==> src/rtl/ex_pkg.sv <==
// Shared types and constants for the execute stage: ALU op codes, opcode/funct
// values, skid-buffer state and the stored entry. EX_OVF_EN adds the ovf field.
package ex_pkg;

    // Widest tag the entry struct can carry; ex_stage zero-extends into it.
    localparam int TAG_MAX_W = 16;

    localparam logic [2:0] ALU_AND = 3'b000;
    localparam logic [2:0] ALU_OR  = 3'b001;
    localparam logic [2:0] ALU_ADD = 3'b010;
    localparam logic [2:0] ALU_SUB = 3'b110;
    localparam logic [2:0] ALU_SLT = 3'b111;

    localparam logic [5:0] OP_RTYPE = 6'h00;
    localparam logic [5:0] OP_BEQ   = 6'h04;
    localparam logic [5:0] OP_ADDI  = 6'h08;
    localparam logic [5:0] OP_ANDI  = 6'h0C;
    localparam logic [5:0] OP_ORI   = 6'h0D;
    localparam logic [5:0] OP_LW    = 6'h23;
    localparam logic [5:0] OP_SW    = 6'h2B;

    localparam logic [5:0] FN_ADD = 6'h20;
    localparam logic [5:0] FN_SUB = 6'h22;
    localparam logic [5:0] FN_AND = 6'h24;
    localparam logic [5:0] FN_OR  = 6'h25;
    localparam logic [5:0] FN_SLT = 6'h2A;

    typedef enum logic [1:0] {SKID_EMPTY, SKID_ONE, SKID_FULL} skid_state_e;

    typedef enum logic [1:0] {B_RT, B_SEXT, B_ZEXT} bsel_e;

    typedef struct packed {
        logic [31:0]          result;
        logic                 zero;
        logic                 taken;
        logic [31:0]          target;
        logic [31:0]          store;
        logic                 illegal;
        logic [TAG_MAX_W-1:0] tag;
`ifdef EX_OVF_EN
        logic                 ovf;
`endif
    } entry_t;

    typedef struct packed {
        logic [31:0] y;
        logic        ovf;
    } alu_out_t;

    // op[2] inverts b and injects the carry, so sub/slt share the adder with add.
    function automatic alu_out_t alu(input logic [2:0] op,
                                     input logic signed [31:0] a,
                                     input logic signed [31:0] b);
        alu_out_t    r;
        logic [31:0] b_eff;
        logic [31:0] sum;
        logic        lt;
        b_eff = op[2] ? ~b : b;
        sum   = a + b_eff + {31'b0, op[2]};
        lt    = (a[31] ^ b[31]) ? a[31] : sum[31];
        r     = '0;
        unique case (op[1:0])
            2'b00: r.y = a & b;
            2'b01: r.y = a | b;
            2'b10: r.y = sum;
            default: r.y = {31'b0, lt};
        endcase
        r.ovf = (op[1:0] == 2'b10) && (a[31] == b_eff[31]) && (sum[31] != a[31]);
        return r;
    endfunction

endpackage

==> src/rtl/ex_decode.sv <==
// Combinational decode of opcode/funct into ALU op, second-operand select,
// branch flag and illegal-instruction flag.
module ex_decode
    import ex_pkg::*;
(
    input  logic [5:0] opcode,
    input  logic [5:0] funct,
    output logic [2:0] alu_op,
    output bsel_e      b_sel,
    output logic       is_beq,
    output logic       illegal
);

    always_comb begin
        alu_op  = ALU_ADD;
        b_sel   = B_RT;
        is_beq  = 1'b0;
        illegal = 1'b0;
        unique case (opcode)
            OP_RTYPE: begin
                unique case (funct)
                    FN_ADD:  alu_op = ALU_ADD;
                    FN_SUB:  alu_op = ALU_SUB;
                    FN_AND:  alu_op = ALU_AND;
                    FN_OR:   alu_op = ALU_OR;
                    FN_SLT:  alu_op = ALU_SLT;
                    default: illegal = 1'b1;
                endcase
            end
            OP_ADDI, OP_LW, OP_SW: begin
                alu_op = ALU_ADD;
                b_sel  = B_SEXT;
            end
            OP_ANDI: begin
                alu_op = ALU_AND;
                b_sel  = B_ZEXT;
            end
            OP_ORI: begin
                alu_op = ALU_OR;
                b_sel  = B_ZEXT;
            end
            OP_BEQ: begin
                alu_op = ALU_SUB;
                is_beq = 1'b1;
            end
            default: illegal = 1'b1;
        endcase
    end

endmodule

==> src/rtl/ex_stage.sv <==
// Execute stage: decode, ALU and branch target feeding a two-entry skid buffer.
// Define EX_OVF_EN to add the out_ovf port and per-entry overflow storage.
module ex_stage
    import ex_pkg::*;
#(
    parameter int TAG_W = 4
) (
    input  logic             clk,
    input  logic             reset,
    input  logic             in_valid,
    output logic             in_ready,
    input  logic [5:0]       in_opcode,
    input  logic [5:0]       in_funct,
    input  logic [31:0]      in_rs,
    input  logic [31:0]      in_rt,
    input  logic [15:0]      in_imm,
    input  logic [31:0]      in_pc,
    input  logic [TAG_W-1:0] in_tag,
    output logic             out_valid,
    input  logic             out_ready,
    output logic [31:0]      out_result,
    output logic             out_zero,
    output logic             out_taken,
    output logic [31:0]      out_target,
    output logic [31:0]      out_store,
    output logic             out_illegal,
    output logic [TAG_W-1:0] out_tag
`ifdef EX_OVF_EN
    ,
    output logic             out_ovf
`endif
);

    // Stage p0: decode, operand select, ALU and branch target (combinational)
    logic [2:0]         alu_op_p0;
    bsel_e              b_sel_p0;
    logic               is_beq_p0;
    logic               illegal_p0;
    logic signed [31:0] a_p0;
    logic signed [31:0] b_p0;
    alu_out_t           alu_p0;
    entry_t             new_p0;

    ex_decode u_decode (
        .opcode  (in_opcode),
        .funct   (in_funct),
        .alu_op  (alu_op_p0),
        .b_sel   (b_sel_p0),
        .is_beq  (is_beq_p0),
        .illegal (illegal_p0)
    );

    always_comb begin
        a_p0 = in_rs;
        unique case (b_sel_p0)
            B_SEXT:  b_p0 = {{16{in_imm[15]}}, in_imm};
            B_ZEXT:  b_p0 = {16'b0, in_imm};
            default: b_p0 = in_rt;
        endcase
        alu_p0 = alu(alu_op_p0, a_p0, b_p0);
    end

    always_comb begin
        new_p0         = '0;
        new_p0.illegal = illegal_p0;
        new_p0.result  = illegal_p0 ? 32'b0 : alu_p0.y;
        new_p0.zero    = illegal_p0 | (alu_p0.y == 32'b0);
        new_p0.taken   = is_beq_p0 & ~illegal_p0 & (alu_p0.y == 32'b0);
        new_p0.target  = in_pc + 32'd4 + {{14{in_imm[15]}}, in_imm, 2'b00};
        new_p0.store   = in_rt;
        new_p0.tag     = TAG_MAX_W'(in_tag);
`ifdef EX_OVF_EN
        new_p0.ovf     = alu_p0.ovf & ~illegal_p0;
`endif
    end

    // Stage p1: two-entry skid buffer (head drives out_*, skid holds the second)
    skid_state_e state;
    skid_state_e state_nx;
    entry_t      head_p1;
    entry_t      skid_p1;
    entry_t      head_out;
    logic        accept;
    logic        drain;
    logic        load_head_new;
    logic        load_head_skid;
    logic        load_skid;

    assign in_ready  = (state != SKID_FULL);
    assign out_valid = (state != SKID_EMPTY);
    assign accept    = in_valid & in_ready;
    assign drain     = out_valid & out_ready;

    always_ff @(posedge clk) begin
        if (reset) state <= SKID_EMPTY;
        else       state <= state_nx;
    end

    always_comb begin
        state_nx       = state;
        load_head_new  = 1'b0;
        load_head_skid = 1'b0;
        load_skid      = 1'b0;
        unique case (state)
            SKID_EMPTY: begin
                if (accept) begin
                    state_nx      = SKID_ONE;
                    load_head_new = 1'b1;
                end
            end
            SKID_ONE: begin
                if (accept && drain) begin
                    load_head_new = 1'b1;
                end else if (accept) begin
                    state_nx  = SKID_FULL;
                    load_skid = 1'b1;
                end else if (drain) begin
                    state_nx = SKID_EMPTY;
                end
            end
            SKID_FULL: begin
                if (drain) begin
                    state_nx       = SKID_ONE;
                    load_head_skid = 1'b1;
                end
            end
            default: state_nx = SKID_EMPTY;
        endcase
    end

    // Entry storage is never reset: the state alone decides what is live.
    always_ff @(posedge clk) begin
        if (load_head_new)       head_p1 <= new_p0;
        else if (load_head_skid) head_p1 <= skid_p1;
        if (load_skid)           skid_p1 <= new_p0;
    end

    // Outputs read as zero whenever nothing is held, including right after reset.
    assign head_out    = out_valid ? head_p1 : '0;
    assign out_result  = head_out.result;
    assign out_zero    = head_out.zero;
    assign out_taken   = head_out.taken;
    assign out_target  = head_out.target;
    assign out_store   = head_out.store;
    assign out_illegal = head_out.illegal;
    assign out_tag     = head_out.tag[TAG_W-1:0];

    logic lint_unused;
`ifdef EX_OVF_EN
    assign out_ovf     = head_out.ovf;
    assign lint_unused = ^head_out.tag;
`else
    assign lint_unused = ^{head_out.tag, alu_p0.ovf};
`endif

endmodule

==> config.mk <==
export PLATFORM = sky130hd
export DESIGN_NAME = ex_stage
export DESIGN_NICKNAME = d
export VERILOG_FILES = /design/src/rtl/ex_pkg.sv /design/src/rtl/ex_decode.sv /design/src/rtl/ex_stage.sv
export SDC_FILE = /design/constraint.sdc
export NUM_CORES = 1
export LEC_CHECK = 0
export CORE_MARGIN = 2
export CORE_UTILIZATION = 45
export DETAILED_ROUTE_END_ITERATION = 12
export PLACE_DENSITY = 0.69
export SYNTH_ARGS = -nofsm -noshare
export SYNTH_HDL_FRONTEND = slang
export SYNTH_SLANG_ARGS = --single-unit
==> constraint.sdc <==
create_clock -name clk -period 8.2 [get_ports clk]
set_clock_uncertainty 0.05 [all_clocks]
set_input_delay 2.05 -clock clk [delete_from_list [all_inputs] [get_ports clk]]
set_output_delay 2.05 -clock clk [all_outputs]
set_load 0.1 [all_outputs]
==> results of run 1 <==
[kinds of logic (layout without fill, tap and decap cells)]
kind of cell             Yosys count  count (layout)  synth area share, %
buffers and inverters            119             348                 3.28
AND/OR/NAND/NOR                  589             589                 19.8
other                              0               2                    0
adder cells (fa/ha/maj)          122             122                 10.4
multiplexers                      17              17                 1.30
AO/OA/AOI/OAI                    348             348                 16.9
flip-flops                       208             208                 43.5
XOR/XNOR                          78              78                 4.78
[synth_stat cells, types with 6 or more instances]
cell type / count / area share (%)
nand2_1: 271 / 7.1
edfxtp_1: 206 / 43
and2_1: 104 / 4.6
ha_1: 99 / 8.7
nor2_1: 93 / 2.4
a21oi_1: 91 / 3.2
clkbuf_1: 60 / 1.6
o21ai_0: 54 / 1.9
inv_1: 45 / 1.2
xnor2_1: 44 / 2.7
xor2_1: 34 / 2.1
a21o_1: 33 / 1.7
o31ai_1: 24 / 1.3
maj3_1: 21 / 1.5
nor3_1: 19 / 0.67
a31oi_1: 18 / 0.79
a22oi_1: 17 / 0.89
o21a_1: 17 / 0.89
nand3_1: 15 / 0.53
a211oi_1: 14 / 0.74
nand2b_1: 13 / 0.57
nor2b_1: 13 / 0.57
mux2_2: 12 / 0.95
a22o_1: 10 / 0.61
or3_1: 10 / 0.44
nand4_1: 8 / 0.35
o21bai_1: 8 / 0.42
o211ai_1: 7 / 0.37
and3_1: 6 / 0.26
buf_2: 6 / 0.21
[power groups by stage]
stage	registers (uW)	logic, uW	clock network (uW)
final	1280	1260	1010
after global placement	1310	1240	0
after global routing	1290	1350	1080
after floorplan	1310	875	0
after detailed placement	1310	1250	0
after CTS	1290	1250	1030
[flip-flops by register name (all words and copies together) (netlist names)]
name	cells
skid_p1	103
state	2
head_p1	103
[routing by layer]
layer  track usage [%]  up-vias  part of all wire, %
met2              40.6      508                   45
met5                 0        -                0.029
met4              9.42        2                  3.6
li1                  -     5786                    -
met1              37.4     5752                   45
met3              3.81       73                  7.1
[per-stage QoR]
step	hold WS [ns]	total power, uW	cell area [sq um]
final	0.459	3560	17900
after global routing	0.482	3710	17900
after CTS	0.456	3570	17900
after detailed placement	0.449	2550	17100
after global placement	0.445	2550	17100
after floorplan	0.441	2180	14300
[worst max-delay path, stage by stage]
cell and delay, ns:
clkdlybuf4s50_1 0.73, and2_0 0.41, nand2_1 0.13, ha_1 0.36, o21ba_2 0.22, buf_4 0.18, a22oi_1 0.37, xnor2_1 0.13
ha_1 0.43, and4_1 0.23, a32oi_1 0.23, a31oi_1 0.21, o41ai_1 0.61, xor2_1 0.26, a31oi_1 0.12, nor4_1 0.46
nand4_1 0.16, nor4_2 0.25, nand4b_2 0.21, a21oi_1 0.17
[final cells by class]
class	instances	area (sq um)
well taps	402	503
repair buffers	263	2590
clock inverters	13	133
flip-flops and latches	208	6230
multi-input cells	1154	7660
fillers	2777	13500
clock buffers	27	612
inverters	45	169
diodes	2	5.00
[final timing paths]
check	startpoint	to	slack, ns	cells after the start
setup reg to reg	state[1]	head_p1[98]	5.20	4
setup / recovery	in_opcode[2]	head_p1[82]	0.57	20
hold / removal	skid_p1[38]	head_p1[38]	0.46	2
hold reg to reg	skid_p1[38]	head_p1[38]	0.46	2
==> key figures, run 1 <==
Status
  – Outcome: finished, final reports clean

Clock network
  – Max clock buf depth: 3
  – CTS resizes: 0
  – Clk sink count: 208
  – CTS tree: built
  – H-tree depth: 1
  – Root Buffer: clkbuf_16
  – Post-CTS Setup Repair Bufs: 0
  – Hold_buf cts: 0
  – Clock-pin slew on the worst setup and hold paths: 0.06 ns
  – Worst-Skew Late Latency: 0.54 ns
  – Number of CTS-inserted buffers: 24

Routing
  – Antenna Nets Post-Route: 0
  – Final wirelength: 44300 um
  – Vias per inst: 5.73
  – Initial DRC Count: 1073
  – Vias: 12100
  – DRC: 0
  – Routed len/inst: 20.9 um
  – Drt pass-1 iters: 8

Timing
  – Slew @ Worst Pin: 1.14 ns
  – RSZ-0062 raised after global routing: no
  – Endpoints failing setup: 0
  – Worst setup margin: 0.573 ns
  – Highest Clock Rate: 0.131 GHz
  – Relative slew slack: 24.1%
  – Max Slew Vio Count: 0
  – Min Tclk post-route: 7.63 ns
  – Final hold viol count: 0
  – Setup TNS: 0 ns
  – Fin crit share: 93.0%

Power
  – Part of the power in registers: 36.1%
  – Power Dens Cells: 199 mW/mm^2
  – Pleak: 0.00708 uW
  – Sw frac: 36.6%
  – Cell-internal power: 2260 uW
  – Clock power frac: 28.5%
  – Gate power share: 35.4%
  – Net switching power: 1300 uW
  – Maximum VDD drop: 138 uV

Synthesis
  – Synth Warn #: 0
  – Netlist cell types: 87
  – Most used DFF post-synth: edfxtp_1
  – #FFs+latches synth: 208
  – Post-Syn Area: 0.0143 sq mm
  – Seq/Total Area, Yosys: 43.5%
  – Post-synth ARST share: 0%
  – Synthesized area per cell: 9.65 sq um
  – Post-synth EDFFs: 206
  – Syn nets: 1714
  – Cell count after synthesis: 1481

Final layout
  – Commonest cells after routing, fill and taps aside: nand2_1, clkdlybuf4s50_1, edfxtp_1
  – Final core utilization: 57.0%
  – Layout area overhead: 25.2%
  – Fraction of layout cells with a size suffix above 1: 6.32%
  – Commonest non-fill, non-tap cell in the layout: nand2_1
  – Final non-filler cell total: 2114
  – Final #Nets: 1929

Placed design
  – Routability cong.: 1.04
  – Post-DP HPWL: 33500 um
  – Port-buffer cells: 236
  – Dpl cells: 2072
  – Pre-CTS setup slack: 0.232 ns

Floorplanning
  – Initial Utilization: 45.5%
  – Top-Level Pins: 237
  – Die Height: 182 um
  – Core Area: 0.0314 sq mm
  – Site row count: 65
  – Die area: 0.0332 sq mm
  – Die width: 182 um

Job
  – Max-Cap Viols: 0

Global route
  – Pin count of the biggest net entering global routing: 90
  – Vias in the first global route: 11300
  – GRT overflow: 0
  – GRT Total Usage: 26.2%
  – Antenna violations before repair: 3
  – First-pass GRT wire length: 66800 um

Setup path
  – CP Launch Type: input port
  – Required time worst endpoint: 8.53 ns
  – Critical Path AT: 7.95 ns
  – Critical path fanouts, max: 11
  – Critical Path End Type: flip-flop
  – CP Class: in -> reg

Min path
  – Worst min-delay path class: reg -> reg
Note: power is estimated with default switching activity, not from simulation.
==> run 2, diff against run 1 <==
--- a/config.mk
+++ b/config.mk
@@ -8,7 +8,7 @@
 export CORE_MARGIN = 2
 export CORE_UTILIZATION = 45
 export DETAILED_ROUTE_END_ITERATION = 12
-export PLACE_DENSITY = 0.69
+export PLACE_DENSITY = 0.78
 export SYNTH_ARGS = -nofsm -noshare
 export SYNTH_HDL_FRONTEND = slang
 export SYNTH_SLANG_ARGS = --single-unit
==> constraint.sdc (replaced) <==
create_clock -name clk -period 7.6 [get_ports clk]
set_clock_uncertainty 0.05 [all_clocks]
set_input_delay 1.9 -clock clk [delete_from_list [all_inputs] [get_ports clk]]
set_output_delay 1.9 -clock clk [all_outputs]
set_load 0.1 [all_outputs]
==> key figures, run 2 (synthesis results as in run 1) <==
Routing
  – DRC: 0
  – Initial DRC Count: 1184
  – Drt pass-1 iters: 5
  – Vias per inst: 5.69
  – Vias: 12300
  – Final wirelength: 45300 um
  – Antenna Nets Post-Route: 0
  – Routed len/inst: 21.0 um

Timing
  – Slew @ Worst Pin: 1.09 ns
  – RSZ-0062 raised after global routing: no
  – Endpoints failing setup: 0
  – Fin crit share: 95.1%
  – Max Slew Vio Count: 0
  – Min Tclk post-route: 7.23 ns
  – Setup TNS: 0 ns
  – Final hold viol count: 0
  – Highest Clock Rate: 0.138 GHz
  – Relative slew slack: 27.1%

Final layout
  – Final core utilization: 58.0%
  – Commonest cells after routing, fill and taps aside: nand2_1, clkdlybuf4s50_1, edfxtp_1
  – Layout area overhead: 27.3%
  – Fill cell count: 2681
  – Final non-filler cell total: 2153
  – Fraction of layout cells with a size suffix above 1: 8.58%
  – Final #Nets: 1965
  – Largest regs: head_p1: 103 flops, skid_p1: 103 flops, state: 2 flops
  – Commonest non-fill, non-tap cell in the layout: nand2_1

Placed design
  – Routability cong.: 1.02
  – Port-buffer cells: 236
  – Dpl cells: 2109
  – Post-DP HPWL: 34600 um

Min path
  – Worst min-delay path class: reg -> reg

Clock network
  – Clock-pin slew on the worst setup and hold paths: 0.06 ns
  – H-tree depth: 1
  – Max clock buf depth: 3
  – Root Buffer: clkbuf_16
  – Post-CTS Setup Repair Bufs: 0
  – Worst-Skew Late Latency: 0.53 ns
  – CTS tree: built
  – CTS resizes: 0
  – Hold_buf cts: 0
  – Number of CTS-inserted buffers: 23
  – Clk sink count: 208

Floorplanning
  – Top-Level Pins: 237
  – Core Area: 0.0314 sq mm
  – Die area: 0.0332 sq mm
  – Die width: 182 um
  – Initial Utilization: 45.5%
  – Site row count: 65
  – Die Height: 182 um

Setup path
  – Critical path fanouts, max: 35
  – CP Class: in -> reg
  – Critical Path AT: 7.57 ns
  – Required time worst endpoint: 7.94 ns
  – Critical Path End Type: flip-flop
  – CP Launch Type: input port

Global route
  – GRT overflow: 0
  – Pin count of the biggest net entering global routing: 63
  – GRT Total Usage: 26.7%
  – First-pass GRT wire length: 68400 um
  – Vias in the first global route: 11800
  – Antenna violations before repair: 3

Status
  – Outcome: finished, final reports clean

Power
  – Maximum VDD drop: 194 uV
  – Power Dens Cells: 214 mW/mm^2
  – Pleak: 0.00726 uW

Job
  – Max-Cap Viols: 0
-- run 2: cell types whose count changed in the layout (fill, tap and decap cells not counted), sizes merged --
cell	change
buf	+37
bufinv	+1
clkbuf	-3
clkinv	+2
clkinvlp	+1
diode	+1
-- run 2: final timing paths --
check	start	slack, ns	cells after the start	to
min	skid_p1[49]	0.46	2	head_p1[49]
max	in_opcode[1]	0.37	23	head_p1[81]
min reg2reg	skid_p1[49]	0.46	2	head_p1[49]
max reg2reg	state[1]	4.92	4	head_p1[37]
-- run 2: cell type report --
cell class,count,area [sq um],area share (%)
Clock buffer,24,579,3.18
Tap cell,402,503,2.76
Multi-Input combinational cell,1154,7660,42.1
Sequential cell,208,6230,34.2
Timing Repair Buffer,300,2880,15.8
Inverter,45,169,0.928
Antenna cell,3,7.51,0.0412
Clock inverter,17,174,0.955
-- run 2: per-stage QoR --
step	total power [uW]	instance area, sq um	setup WS, ns	hold WS [ns]
2_1_floorplan	2350	14300	0.261	0.441
3_3_place_gp	2780	17400	-0.0679	0.443
3_5_place_dp	2790	17400	-0.0544	0.448
4_1_cts	3900	18200	0.466	0.442
5_1_grt	4050	18200	0.0625	0.472
6_report	3890	18200	0.370	0.459
-- run 2: worst max-delay path: stages --
cell and delay, ns:
clkdlybuf4s50_1 0.46, nor4b_1 0.34, a31oi_1 0.06, or3_1 0.37, inv_1 0.14, ha_1 0.26, buf_4 0.18, buf_12 0.17
a22oi_1 0.31, xnor2_1 0.15, ha_1 0.37, a21o_1 0.23, a32oi_1 0.26, a31oi_1 0.25, o41ai_1 0.47, buf_4 0.19
xor2_1 0.20, a31oi_1 0.11, nor4_1 0.40, nand4_1 0.19, nor4_2 0.21, nand4b_2 0.19, o21ai_1 0.17
-- run 2: where the power goes --
group	internal, uW	total [uW]	switching (uW)
Clock	632	1110	477
Combinational	471	1400	926
Sequential	1370	1390	17.0
Total	2470	3890	1420
-- run 2: per-layer routing --
metal,GRT usage (%),wire length (um),share of wire (%),vias to the layer above
met1,37.8,20500,45,5819
met2,41.2,19800,44,489
met4,9.68,1760,3.9,0
met5,0,0,0,-
met3,4.57,3290,7.3,101
li1,-,-,-,5847
==> run 3, diff against run 2 <==
--- a/config.mk
+++ b/config.mk
@@ -7,6 +7,7 @@
 export LEC_CHECK = 0
 export CORE_MARGIN = 2
 export CORE_UTILIZATION = 45
+export CTS_BUF_LIST = sky130_fd_sc_hd__clkbuf_4
 export DETAILED_ROUTE_END_ITERATION = 12
 export PLACE_DENSITY = 0.78
 export SYNTH_ARGS = -nofsm -noshare
==> key figures, run 3 (synthesis results as in run 1) <==
Status
  – Outcome: finished, final reports clean

Global route
  – First-pass GRT wire length: 68500 um
  – Pin count of the biggest net entering global routing: 63
  – Vias in the first global route: 12100
  – GRT overflow: 0
  – GRT Total Usage: 26.7%
  – Antenna violations before repair: 4

Routing
  – Antenna Nets Post-Route: 0
  – Routed len/inst: 20.5 um
  – Drt pass-1 iters: 8
  – Initial DRC Count: 1142
  – Final wirelength: 45200 um
  – Vias per inst: 5.62
  – Vias: 12400
  – DRC: 0

Final layout
  – Commonest cells after routing, fill and taps aside: nand2_1, clkdlybuf4s50_1, edfxtp_1
  – Area occupied by multi-input gates: 0.00766 sq mm
  – Final core utilization: 57.7%
  – Layout area overhead: 26.7%
  – Fill cell count: 2707
  – Final #Nets: 1995
  – Commonest non-fill, non-tap cell in the layout: nand2_1
  – Largest regs: head_p1: 103 flops, skid_p1: 103 flops, state: 2 flops
  – Reg area: 0.00623 sq mm
  – Fraction of layout cells with a size suffix above 1: 10.7%

Power
  – Net switching power: 1380 uW
  – Maximum VDD drop: 104 uV
  – Total Power Consumption: 3720 uW
  – Part of the power in registers: 37.2%
  – Pleak: 0.00729 uW
  – Gate power share: 37.5%
  – Power Dens Cells: 206 mW/mm^2
  – Clock power frac: 25.3%
  – Sw frac: 37.1%
  – Cell-internal power: 2340 uW

Floorplanning
  – Die Height: 182 um
  – Top-Level Pins: 237
  – Die area: 0.0332 sq mm
  – Site row count: 65
  – Die width: 182 um
  – Core Area: 0.0314 sq mm
  – Initial Utilization: 45.5%

Timing
  – Relative slew slack: 26.8%
  – Min Tclk post-route: 7.17 ns
  – RSZ-0062 raised after global routing: no
  – Final hold viol count: 0
  – Slew @ Worst Pin: 1.09 ns
  – Max Slew Vio Count: 0
  – Highest Clock Rate: 0.139 GHz
  – WHS: 0.421 ns
  – Endpoints failing setup: 0
  – Fin crit share: 94.4%

Clock network
  – Hold_buf cts: 0
  – CTS resizes: 0
  – Max clock buf depth: 3
  – Clock-pin slew on the worst setup and hold paths: 0.06 ns
  – Clk sink count: 208
  – CTS tree: built
  – Post-CTS Setup Repair Bufs: 0
  – Root Buffer: clkbuf_4
  – Number of CTS-inserted buffers: 53
  – Worst-Skew Late Latency: 0.64 ns
  – H-tree depth: 2

Setup path
  – R2r worst-path depth: 4
  – CP Depth: 25
  – CP Class: in -> reg
  – Critical Path AT: 7.62 ns
  – Worst path slowest cell: clkdlybuf4s50_1
  – Cell mode on critical path: buf_4
  – CP bufs+invs: 7
  – Family with the most delay on the worst path: compound AO/OA/AOI/OAI gates
  – Required time worst endpoint: 8.05 ns
  – CP Launch Type: input port
  – Critical Path Max Stage Delay: 0.46 ns
  – Critical Path End Type: flip-flop
  – Critical path fanouts, max: 35

Placed design
  – Routability cong.: 1.02
  – Port-buffer cells: 236
  – Post-DP HPWL: 34600 um

Job
  – Max-Cap Viols: 0

Min path
  – Hold path cells: 2
  – Worst min-delay path class: reg -> reg
## run 3: cell count changes in the layout (fill, tap and decap cells not counted), sizes merged
| cell | change |
|---|---|
| clkbuf | +55 |
| clkinv | -3 |
| inv | -2 |
| bufinv | -1 |
| clkinvlp | -1 |
| diode | +1 |
## run 3: worst reg2reg max path, delay by kind of cell, from the launching register on
kind,cells,cell delay (ns)
buffers and inverters,1,0.37
AND/OR/NAND/NOR,3,1.60
flip-flops,1,0.34
## run 3: through the flow
step                      std cells  area [sq um]  TNS (ns)  setup WS, ns
after global placement         2109         17400    -0.160       -0.0679
after global routing           2202         18100         0         0.111
after CTS                      2198         18100         0         0.595
after detailed placement       2109         17400    -0.114       -0.0544
after floorplan                1481         14300         0         0.261
final                          2202         18100         0         0.428
## run 3: layout make-up
class                           count  area share, %
Timing Repair Buffer              300           15.9
Antenna cell                        4         0.0553
Inverter                           45          0.933
Tap cell                          402           2.78
Multi-Input combinational cell   1154           42.3
Clock buffer                       79           3.27
Sequential cell                   208           34.4
Clock inverter                     10          0.380
## run 3: layer usage
layer / global-route usage (%) / vias up / part of all wire (%)
li1: - / 5938 / -
met1: 37.3 / 5835 / 45
met2: 40.6 / 528 / 44
met3: 5.77 / 82 / 7.5
met4: 10.6 / 0 / 3.4
met5: 0 / - / 0
## run 3: power groups by stage
stage	Sequential, uW	Clock (uW)	Combinational, uW
after detailed placement	1410	0	1380
after global placement	1410	0	1370
after global routing	1390	1030	1490
final	1390	941	1400
after floorplan	1410	0	944
after CTS	1390	964	1380
## run 3: worst paths after layout
kind | start | slack [ns] | to
min reg2reg | skid_p1[62] | 0.42 | head_p1[62]
max reg2reg | state[1] | 4.86 | head_p1[34]
min | skid_p1[62] | 0.42 | head_p1[62]
max | in_opcode[1] | 0.43 | head_p1[81]
